`config.mk`:
```
export PLATFORM = sky130hd
export DESIGN_NAME = round_timer_ctrl
export DESIGN_NICKNAME = d
export VERILOG_FILES = /design/src/rtl/round_timer_ctrl.sv
export SDC_FILE = /design/constraint.sdc
export NUM_CORES = 1
export LEC_CHECK = 0
export BUFFER_PORTS_ARGS = -buffer_cell sky130_fd_sc_hd__buf_4
export CORE_ASPECT_RATIO = 1.25
export CORE_MARGIN = 5
export CORE_UTILIZATION = 54
export CTS_CLUSTER_SIZE = 16
export DETAILED_ROUTE_END_ITERATION = 8
export HOLD_SLACK_MARGIN = 0.03
export PLACE_DENSITY = 0.78
export SLEW_MARGIN = 0
export SYNTH_ARGS = -nofsm -noshare
export SYNTH_HDL_FRONTEND = slang
export SYNTH_SLANG_ARGS = --single-unit
```
`constraint.sdc`:
```
create_clock -name clk -period 1.85 [get_ports clk]
set_clock_uncertainty 0.1 [all_clocks]
set_input_delay 0.37 -clock clk [delete_from_list [all_inputs] [get_ports clk]]
set_output_delay 0.37 -clock clk [all_outputs]
set_load 0.02 [all_outputs]
```
`src/rtl/round_timer_ctrl.sv`:
```
// Game-round sequencer for the level timer: arms/clears the timer each round,
// scores hits, takes lives on misses and raises the level fed to the timer.
module round_timer_ctrl #(
  parameter int MAX_LVL      = 7,
  parameter int START_LIVES  = 3,
  parameter int HITS_PER_LVL = 4,
  parameter int SCORE_W      = 8
) (
  input  logic               clk,
  input  logic               rst,
  input  logic               start,
  input  logic               answer_valid,
  input  logic               answer_correct,
  input  logic               timeout,
  output logic               timer_en,
  output logic               timer_clr_n,
  output logic [2:0]         cur_lvl,
  output logic               round_active,
  output logic               hit_pulse,
  output logic               miss_pulse,
  output logic [SCORE_W-1:0] score,
  output logic [2:0]         lives,
  output logic               game_over
);

  typedef enum logic [2:0] {IDLE, ARM, RUN, HIT, MISS, OVER} state_t;

  localparam logic [2:0]         LVL_MAX     = 3'(MAX_LVL);
  localparam logic [2:0]         LIVES_INIT  = 3'(START_LIVES);
  localparam logic [3:0]         HIT_LAST    = 4'(HITS_PER_LVL - 1);
  localparam logic [SCORE_W-1:0] SCORE_MAX   = '1;

  state_t             state_reg, state_next;
  logic [SCORE_W-1:0] score_reg, score_next;
  logic [2:0]         lives_reg, lives_next;
  logic [2:0]         lvl_reg, lvl_next;
  logic [3:0]         hit_cnt_reg, hit_cnt_next;

  always_ff @(posedge clk or negedge rst) begin
    if (!rst) begin
      state_reg   <= IDLE;
      score_reg   <= '0;
      lives_reg   <= '0;
      lvl_reg     <= '0;
      hit_cnt_reg <= '0;
    end else begin
      state_reg   <= state_next;
      score_reg   <= score_next;
      lives_reg   <= lives_next;
      lvl_reg     <= lvl_next;
      hit_cnt_reg <= hit_cnt_next;
    end
  end

  always_comb begin
    state_next   = state_reg;
    score_next   = score_reg;
    lives_next   = lives_reg;
    lvl_next     = lvl_reg;
    hit_cnt_next = hit_cnt_reg;
    unique case (state_reg)
      IDLE, OVER: begin
        if (start) begin
          score_next   = '0;
          lives_next   = LIVES_INIT;
          lvl_next     = 3'd1;
          hit_cnt_next = '0;
          state_next   = ARM;
        end
      end
      ARM: state_next = RUN;
      RUN: begin
        // A submitted answer takes priority over a coincident timeout.
        if (answer_valid && answer_correct) begin
          state_next = HIT;
          if (score_reg != SCORE_MAX) score_next = score_reg + 1'b1;
          if (hit_cnt_reg == HIT_LAST) begin
            hit_cnt_next = '0;
            if (lvl_reg != LVL_MAX) lvl_next = lvl_reg + 3'd1;
          end else begin
            hit_cnt_next = hit_cnt_reg + 4'd1;
          end
        end else if (answer_valid || timeout) begin
          state_next   = MISS;
          hit_cnt_next = '0;
          if (lives_reg != 3'd0) lives_next = lives_reg - 3'd1;
        end
      end
      HIT:  state_next = ARM;
      MISS: state_next = (lives_reg == 3'd0) ? OVER : ARM;
      default: state_next = IDLE;
    endcase
  end

  // Moore outputs: reset forces IDLE, so these fall back asynchronously.
  assign timer_en     = (state_reg == RUN);
  assign round_active = (state_reg == RUN);
  assign timer_clr_n  = (state_reg != ARM);
  assign hit_pulse    = (state_reg == HIT);
  assign miss_pulse   = (state_reg == MISS);
  assign game_over    = (state_reg == OVER);
  assign score        = score_reg;
  assign lives        = lives_reg;
  assign cur_lvl      = lvl_reg;

endmodule

```
# == Word-level counts from Yosys, hierarchy flattened ==
# Cells that the tools add are included.
# word_totals
register_bits,21
in_bits,6
elab_cells,62
output_inout_bits,20
# op_classes
n_eq_ne,18
reduce_logical,12
mux,23
addsub,4
# op_table
cell,count
3-bit two-way mux,11
8-bit two-way mux,3
4-bit two-way mux,4
8-bit case mux with 2 select lines,1
3-bit case mux with 5 select lines,1
"2-bit by 1-bit inequality test with 1-bit output, second input constant",6
3-bit case mux with 2 select lines,2
5-bit AND reduction,2
"8-bit by 1-bit adder with 8-bit output, second input constant",1
"8-bit inequality test, second input constant",1
4-bit case mux with 2 select lines,1
"3-bit by 2-bit equality test with 1-bit output, second input constant",2
"3-bit equality test, second input constant",2
3-bit zero test,2
"3-bit by 1-bit inequality test with 1-bit output, second input constant",2
"4-bit by 1-bit adder with 4-bit output, second input constant",1
"4-bit by 2-bit equality test with 1-bit output, second input constant",1
"2-bit inequality test, second input constant",2
4-bit AND reduction,1
"3-bit by 1-bit adder with 3-bit output, second input constant",1
"3-bit by 1-bit equality test with 1-bit output, second input constant",1
"3-bit inequality test, second input constant",1
3-bit AND reduction,1
3-bit nonzero test,1
6 further kinds,6

# == Longest topological paths before layout ==
# Gate-level depths: netlist of run 1.
# logic_depth
ltp_word,5
mapped_depth,7
mapped_depth_nobuf,7

# == Least setup slack after synthesis of run 1 ==
# OpenSTA, ideal clock, no wires.
# synth_path
path_type,register -> register
startpoint,reg score_reg[0] (netlist: score[0])
endpoint,reg score_reg[0] (netlist: score[0])
stages_incl_launch_ff,7
arrival_time_ns,1.639
required_ns,1.625
path_slack_ns,-0.013
cell_sequence,dfrtp_1 ha_1 and4_1 clkbuf_1 nand2_1 and3_1 mux2_2
# synth_via
elab_chain_cells,4
# synth_lines
element,line,source
start: declaration,34,"logic [SCORE_W-1:0] score_reg, score_next;"
start signal: assignment,48,score_reg <= score_next;
8-bit by 1-bit adder with 8-bit output,76,if (score_reg != SCORE_MAX) score_next = score_reg + 1'b1;
8-bit two-way mux,76,
8-bit two-way mux,74,if (answer_valid && answer_correct) begin
8-bit case mux with 2 select lines,61,unique case (state_reg)
# Several ways; a longest one is shown, not always the timed one. The select of a mux whose other input is x is not followed.
# A chain may end at the register's enable or synchronous reset.

# == Worst setup path in the final report of run 1 ==
# layout_path
startpoint,reg state_reg[2]
endpoint,out round_active
# layout_via
elab_chain_cells,1
# layout_lines
element,line,source
start: declaration,33,"state_t state_reg, state_next;"
start signal: assignment,47,state_reg <= state_next;
3-bit by 2-bit equality test with 1-bit output,97,assign round_active = (state_reg == RUN);
end: declaration,18,"output logic round_active,"
# Every way passes these cells.

==> flow_summary.json, run 1 <==
{
  "synth_most_common_cell": "dfrtp_1",
  "worst_pin_slew_ns": 0.340,
  "cpLargestDelayFamily": "simple AND/OR/NAND/NOR gates",
  "synthToLayoutAreaGrowth_pct": 28.4,
  "clkTransAtPathRegs_ns": 0.12,
  "clkSinkCount": 21,
  "antenna_cells": 0,
  "fin_area_um2": 1660,
  "dp_cells": 187,
  "root_buffer": "clkbuf_4",
  "viasPerCell": 5.90,
  "synth_top_area_share_pct": 40.7,
  "rrSetupSlack_ns": 0.05,
  "detail_route.iter0.violations": 24,
  "avgSynthCellArea_um2": 10.0,
  "largest_reg_flops": 8,
  "pwr-share-comb_pct": 60.0,
  "fin_cells": 198,
  "outcome": "finished with violations",
  "place_congestion": 0.887,
  "setup_ws_ns": -0.0116,
  "grt_pass1_vias": 1184,
  "yosys.area.top_type": "dfrtp_1",
  "synth-seq-cells": 21,
  "reg2regPathDepth": 6,
  "antenna_found_initial": 0,
  "slowest_stage": "or3b_4",
  "ant_nets": 0,
  "hpwlAfterDp_um": 2150,
  "crit_arrival_ns": 1.39,
  "synth_warnings": 0,
  "syn_inst": 129,
  "min_path_type": "in -> reg",
  "setup.worst_path.end": "round_active",
  "vias": 1169,
  "reg2reg_from": "state_reg[2]",
  "critPathLaunch": "state_reg[2]",
  "firstDrtPassIters": 4,
  "netlist_area_um2": 1290,
  "synthTopCellsByArea": "dfrtp_1, ha_1, a22o_1",
  "die-height_um": 64.7,
  "p_leak_nw": 0.789,
  "syn_nets": 141,
  "finalMaxSlewViolations": 0,
  "overflow": 0,
  "cts_tree": "done",
  "totalWireLength_um": 2930,
  "synth_async_sr_flop_share_pct": 100,
  "worstPathCellList": "or3b_4, clkinvlp_4, buf_6",
  "grt_pass1_wl_um": 5060,
  "violations": "negative setup slack",
  "power.share.switching_pct": 40.9,
  "dieArea_um2": 3480,
  "grt_max_degree": 22,
  "setup_violations": 2,
  "finalCritPeriodShare_pct": 101,
  "peakVddDrop_mv": 0.874,
  "worstSetupEndpointType": "output port",
  "cts_buffers": 3,
  "fin_setup_tns_ns": -0.0222,
  "coreArea_um2": 2260,
  "synthTopCellsByCount": "dfrtp_1, a21oi_1, a22o_1, inv_1, nand2_1",
  "path_buf_inv": 2,
  "cp_max_fo": 4,
  "switching_power_uw": 877,
  "initial_core_util_pct": 57.2,
  "drc_errors": 0,
  "power.density_nw_per_um2": 1290,
  "whs_ns": 0.163,
  "io_pins": 26,
  "num_rows": 19,
  "synthDistinctLibCells": 44,
  "slowest_delay_ns": 0.44,
  "crit_required_ns": 1.38,
  "pwr-share-seq_pct": 29.9,
  "drive_above_1_share_pct": 35.9,
  "startpoint_type": "flip-flop",
  "path_class": "reg -> out",
  "num-nets-final": 180,
  "rr_endpoint": "cur_lvl[2]",
  "clkLatencyLatePin_ns": 0.30,
  "ys.flop_type": "dfrtp_1",
  "clkPwrFrac_pct": 10.1,
  "max_freq_mhz": 537,
  "wl_per_cell_um": 14.8,
  "slew_headroom_pct": 77.1,
  "cap_violations": 0,
  "p_int_mw": 1.27,
  "htreeDepth": 1,
  "die_x_um": 53.8,
  "rsz0062_at_grt": "true",
  "synth_edf_count": 0,
  "grt_usage_pct": 18.6,
  "synth_seq_area_share_pct": 40.7,
  "placed_area_um2": 1530,
  "period_minus_slack_ns": 1.86,
  "num-fill-cells": 175,
  "cp.depth": 3,
  "clockBufferDepth": 2,
  "port_buffers": 25,
  "hold_viol": 0
}
power by group through the flow:
stage | sequential, mW | clock [mW] | combinational, mW
final | 0.642 | 0.217 | 1.29
after global routing | 0.658 | 0.241 | 1.41
after CTS | 0.641 | 0.226 | 1.24
after detailed placement | 0.648 | 0 | 1.13
after global placement | 0.642 | 0 | 1.09
after floorplan | 0.696 | 0 | 0.743
layout by cell type (no fill, tap or decap), types with 4 or more instances in the layout:
cell type / instances
dfrtp_1: 19
nor2_1: 5
nand2_1: 8
ha_1: 6
inv_1: 7
buf_4: 35
o21ai_2: 4
nor3_1: 4
a21oi_1: 9
buf_6: 4
a22o_1: 8
cell families after synthesis:
family | share of synthesized area [%]
XOR/XNOR | 0.678
AO/OA/AOI/OAI | 26.5
buffers and inverters | 6.58
AND/OR/NAND/NOR | 18.1
flip-flops | 40.7
multiplexers | 1.65
adder cells (fa/ha/maj) | 5.81
per-layer routing:
| metal | track usage [%] | vias to the layer above | share of wire [%] |
|---|---|---|---|
| met5 | 0 | - | 0 |
| met4 | 7.67 | 0 | 1.8 |
| met3 | 3.21 | 4 | 4.3 |
| met2 | 30.0 | 35 | 51 |
| met1 | 24.2 | 567 | 43 |
| li1 | - | 563 | - |
per-stage QoR:
stage               setup WS (ns)  total power [mW]  util (%)
floorplan                  0.0435              1.44         -
global placement            0.107              1.73      67.9
detailed placement         0.0181              1.78      67.9
CTS                       -0.0114              2.11      72.2
global route              -0.0616              2.31      73.5
finish                    -0.0116              2.15      73.5
final cells by class:
| type | instances | area, um2 | area share (%) |
|---|---|---|---|
| Inverter | 8 | 33.8 | 2.04 |
| Clock buffer | 3 | 22.5 | 1.36 |
| Tap cell | 31 | 38.8 | 2.34 |
| Multi-Input combinational cell | 93 | 693 | 41.8 |
| Sequential cell | 21 | 528 | 31.8 |
| Timing Repair Buffer | 41 | 338 | 20.4 |
| Clock inverter | 1 | 5.00 | 0.302 |
worst min path at each step:
stage,start,to,slack (ns),depth (start not counted)
finish,start,state_reg[2],0.16,2
global route,start,state_reg[2],0.18,2
CTS,start,state_reg[2],0.16,2
detailed placement,rst,cur_lvl[2],0.17,1
global placement,rst,hit_cnt_reg[2],0.16,1
floorplan,rst,cur_lvl[0],-0.03,0
timing repair:
action	CTS	global route
endpoints found under the hold margin	21	0
resized for setup	4	7
endpoints found under the setup margin	3	10
hold buffers	1	0
setup buffers	4	2
pin swaps	1	5
No activity file was read; power rests on OpenSTA's default activity.
==> run 2, diff against run 1 <==
- TNS_END_PERCENT: not set -> 10
==> flow_summary.json, run 2 (synthesis gave the netlist of run 1 again) <==
{
  "largest_reg_flops": 8,
  "crit_arrival_ns": 1.39,
  "grt_pass1_wl_um": 5060,
  "slew_headroom_pct": 77.1,
  "synthToLayoutAreaGrowth_pct": 26.9,
  "ant_nets": 0,
  "peakVddDrop_mv": 0.867,
  "cts_tree": "done",
  "path_buf_inv": 2,
  "rsz0062_at_grt": "true",
  "min_path_type": "in -> reg",
  "finalCritPeriodShare_pct": 100,
  "cp.depth": 3,
  "rrSetupSlack_ns": 0.01,
  "startpoint_type": "flip-flop",
  "worstHoldPathCells": 2,
  "cts_buffers": 3,
  "grt.busiest_layer": "met2",
  "fin_cells": 196,
  "worst_pin_slew_ns": 0.340,
  "worstPathCellList": "or3b_4, clkinvlp_4, buf_6",
  "slowest_delay_ns": 0.44,
  "postLayoutCoreUtil_pct": 72.6,
  "p_leak_nw": 0.776,
  "cp_max_fo": 4,
  "reg2regPathDepth": 6,
  "drive_above_1_share_pct": 35.2,
  "outcome": "finished with violations",
  "crit_required_ns": 1.38,
  "num_rows": 19,
  "clkLatencyLatePin_ns": 0.30,
  "place_ws_ns": 0.0181,
  "dieArea_um2": 3480,
  "die-height_um": 64.7,
  "viasPerCell": 5.92,
  "clkSinkCount": 21,
  "clkTransAtPathRegs_ns": 0.12,
  "grt_use_met3_pct": 3.21,
  "finalMaxSlewViolations": 0,
  "place_congestion": 0.887,
  "seq_area_um2": 528,
  "antenna_found_initial": 0,
  "antenna_cells": 0,
  "clockBufferDepth": 2,
  "num-fill-cells": 177,
  "grt_max_degree": 22,
  "worstSetupEndpointType": "output port",
  "vias": 1160,
  "cap_violations": 0,
  "initial_core_util_pct": 57.2,
  "die_x_um": 53.8,
  "dp_cells": 187,
  "mostFrequentLayoutCells": "buf_4, dfrtp_1, a21oi_1",
  "wl_per_cell_um": 14.8,
  "path_class": "reg -> out",
  "io_pins": 26,
  "use_met2_pct": 30.0,
  "root_buffer": "clkbuf_4",
  "detail_route.iter0.violations": 41,
  "setup_violations": 2,
  "mostFrequentLayoutCell": "buf_4",
  "slowest_stage": "or3b_4",
  "hold_viol": 0,
  "firstDrtPassIters": 4,
  "power.density_nw_per_um2": 1290,
  "grt_pass1_vias": 1184,
  "htreeDepth": 1,
  "hpwlAfterDp_um": 2150,
  "period_minus_slack_ns": 1.86,
  "violations": "negative setup slack",
  "grt_use_met1_pct": 24.2,
  "fin_setup_tns_ns": -0.0161,
  "port_buffers": 25,
  "multi_input_area_um2": 693,
  "power_mw": 2.11,
  "setup_ws_ns": -0.00858,
  "totalWireLength_um": 2910,
  "cpLargestDelayFamily": "simple AND/OR/NAND/NOR gates",
  "coreArea_um2": 2260,
  "drc_errors": 0,
  "grt_usage_pct": 18.6,
  "num-nets-final": 178,
  "overflow": 0,
  "max_freq_mhz": 538
}
==> run 2: cell count changes in the layout (fill, tap and decap cells not counted), sizes merged <==
cell  before  now
buf       40   38
==> run 2: power by group <==
group	leakage, nW	internal (mW)	switching (mW)
combinational	0.486	0.595	0.652
clock	0.0177	0.0805	0.138
sequential	0.272	0.562	0.0803
total	0.776	1.24	0.871
==> run 2: through the flow <==
stage | hold WS [ns] | area [um2]
finish | 0.163 | 1640
global route | 0.176 | 1640
CTS | 0.158 | 1630
detailed placement | 0.169 | 1530
global placement | 0.163 | 1530
floorplan | -0.0256 | 1290
==> run 2: worst paths after layout <==
check,from,end
worst max-delay path,state_reg[2],round_active
worst min-delay path,start,state_reg[2]
worst max register to register,state_reg[2],score[2]
worst min register to register,cur_lvl[0],cur_lvl[0]
max in group asynchronous,rst,score[0]
min in group asynchronous,rst,score[6]
==> run 2: repair_timing <==
item | CTS | global route
setup buffers | 4 | 0
endpoints found under the hold margin | 21 | 0
pin swaps | 1 | 4
gates resized for setup | 4 | 5
hold buffers | 1 | 0
setup endpoints to repair | 3 | 10
==> run 2: metal layers <==
layer	vias up	part of all wire [%]
li1	560	-
met1	561	43
met2	35	51
met3	4	4.5
met4	0	1.9
met5	-	0
==> run 2: final cells by class <==
cell class	count	area share (%)
clock buffer	3	1.37
clock inverter	1	0.305
sequential	21	32.2
inverter	8	2.06
timing repair buffer	39	19.5
multi-input combinational	93	42.3
tap	31	2.36
==> run 2: worst reg2reg max path: cells and delay by family (launching register included) <==
kind            cells  cell delay (ns)
compound gates      3             0.49
flops               1             0.40
buf+inv             2             0.32
simple gates        1             0.44
==> run 3, diff against run 2 <==
- ABC_AREA: not set -> 1
- CORE_UTILIZATION: 54 -> 55
==> flow_summary.json, run 3 <==
{
  "synth_warnings": 0,
  "clkSinkCount": 21,
  "die-height_um": 67.0,
  "grt_use_met3_pct": 2.52,
  "slew_headroom_pct": 78.1,
  "setup_violations": 0,
  "dp_cells": 243,
  "cp_max_fo": 6,
  "synth_top_area_share_pct": 36.8,
  "crit_arrival_ns": 1.34,
  "syn_nets": 198,
  "synth_seq_area_share_pct": 36.8,
  "drive_above_1_share_pct": 26.9,
  "finalMaxSlewViolations": 0,
  "ys.flop_type": "dfrtp_1",
  "cts_buffers": 3,
  "overflow": 0,
  "antenna_found_initial": 0,
  "drc_errors": 0,
  "cap_violations": 0,
  "wl_per_cell_um": 12.4,
  "coreArea_um2": 2450,
  "antenna_cells": 0,
  "outcome": "complete, no violations",
  "crit_required_ns": 1.38,
  "grt_max_degree": 22,
  "synthMuxAreaShare_pct": 0,
  "port_buffers": 25,
  "synth_fa_ha_area_share_pct": 5.25,
  "postLayoutCoreUtil_pct": 69.2,
  "synth_compound_area_share_pct": 9.54,
  "p_leak_nw": 0.917,
  "clockBufferDepth": 2,
  "detail_route.iter0.violations": 45,
  "synth_async_sr_flop_share_pct": 100,
  "totalWireLength_um": 3090,
  "grt_usage_pct": 17.7,
  "peakVddDrop_mv": 0.912,
  "synthTopCellsByCount": "nand2_1, dfrtp_1, nor2_1, inv_1",
  "root_buffer": "clkbuf_4",
  "startpoint_type": "flip-flop",
  "initial_core_util_pct": 58.3,
  "whs_ns": 0.313,
  "synth-seq-cells": 21,
  "grt.busiest_layer": "met2",
  "clkTransAtPathRegs_ns": 0.12,
  "synthToLayoutAreaGrowth_pct": 18.7,
  "fin_cells": 249,
  "hpwlAfterDp_um": 2400,
  "synth_most_common_cell": "nand2_1",
  "period_minus_slack_ns": 1.81,
  "grt_pass1_vias": 1262,
  "min_path_type": "in -> reg",
  "vias": 1301,
  "rsz0062_at_grt": "true",
  "worstSetupEndpointType": "output port",
  "synthTopCellsByArea": "dfrtp_1, nand2_1, ha_1",
  "ant_nets": 0,
  "yosys.area.top_type": "dfrtp_1",
  "avgSynthCellArea_um2": 7.68,
  "synthDistinctLibCells": 28,
  "grt_use_met1_pct": 18.7,
  "use_met2_pct": 35.8,
  "num-nets-final": 229,
  "hold_viol": 0,
  "syn_inst": 186,
  "io_pins": 26,
  "largest_reg_flops": 8,
  "dieArea_um2": 3720,
  "place_ws_ns": 0.147,
  "die_x_um": 55.6,
  "power.density_nw_per_um2": 1420,
  "mostFrequentLayoutCells": "nand2_1, buf_4, nor2_1, dfrtp_1, inv_1",
  "mostFrequentLayoutCell": "nand2_1",
  "yosys.area_share.xor_xnor_pct": 1.23,
  "worst_pin_slew_ns": 0.329,
  "firstDrtPassIters": 4,
  "grt_pass1_wl_um": 5310,
  "cts_tree": "done",
  "synth_top_family_by_area": "simple AND/OR/NAND/NOR gates",
  "setup_ws_ns": 0.0422,
  "synth_edf_count": 0,
  "htreeDepth": 1,
  "netlist_area_um2": 1430,
  "num-fill-cells": 213,
  "clkLatencyLatePin_ns": 0.32,
  "num_rows": 20,
  "path_class": "reg -> out",
  "synthSimpleGateAreaFrac_pct": 39.7,
  "finalCritPeriodShare_pct": 97.7,
  "max_freq_mhz": 553,
  "place_congestion": 0.856,
  "viasPerCell": 5.22
}
run 3: area by class of cell:
class,instances,area [um2],share of cell area (%)
clock buffers,3,22.5,1.33
clock inverters,1,5.00,0.295
inverters,23,88.8,5.24
multi-input cells,140,798,47.1
flip-flops and latches,21,528,31.1
well taps,33,41.3,2.43
repair buffers,28,213,12.5
run 3: layer usage:
metal | vias to the layer above | share of wire [%]
met5 | - | 0
met4 | 0 | 1.4
met3 | 5 | 4.8
met2 | 35 | 53
met1 | 608 | 40
li1 | 653 | -
run 3: worst max-delay path, cell delays in order (launching register included):
cell     delay [ns]
dfrtp_2        0.48
inv_2          0.12
nand2_2        0.07
nor2_4         0.18
buf_4          0.18
run 3: where the power goes:
group	internal, mW	switching [mW]
registers	0.574	0.148
clock network	0.0809	0.151
logic	0.528	0.921
run 3: what timing repair did:
action	4_1_cts	5_1_grt
endpoints found under the setup margin	2	4
hold buffers	1	0
pin swaps	1	1
hold endpoints to repair	21	0
resized for setup	1	2
buffers inserted	1	0
run 3: logic make-up (layout without fill, tap and decap cells):
group,count (synthesis),in the layout
simple gates,109,109
buf+inv,25,55
compound gates,23,23
flops,21,21
fa+ha+maj,6,6
xor+xnor,2,2
run 3: worst paths after layout:
check	slack, ns	cells after the start	to	start
hold / removal	0.31	4	state_reg[1]	timeout
hold reg to reg	0.42	2	lives[1]	lives[1]
setup reg to reg	0.11	9	score[6]	state_reg[0]
max in group asynchronous	1.04	2	state_reg[0]	rst
setup / recovery	0.04	4	round_active	state_reg[0]
min in group asynchronous	0.36	2	score[0]	rst
run 3: stage by stage:
| step | setup TNS [ns] | cell area [um2] | power, mW |
|---|---|---|---|
| floorplan | 0 | 1430 | 1.78 |
| global placement | 0 | 1650 | 2.10 |
| detailed placement | 0 | 1650 | 2.16 |
| CTS | 0 | 1690 | 2.42 |
| global route | -0.0958 | 1700 | 2.60 |
| finish | 0 | 1700 | 2.40 |
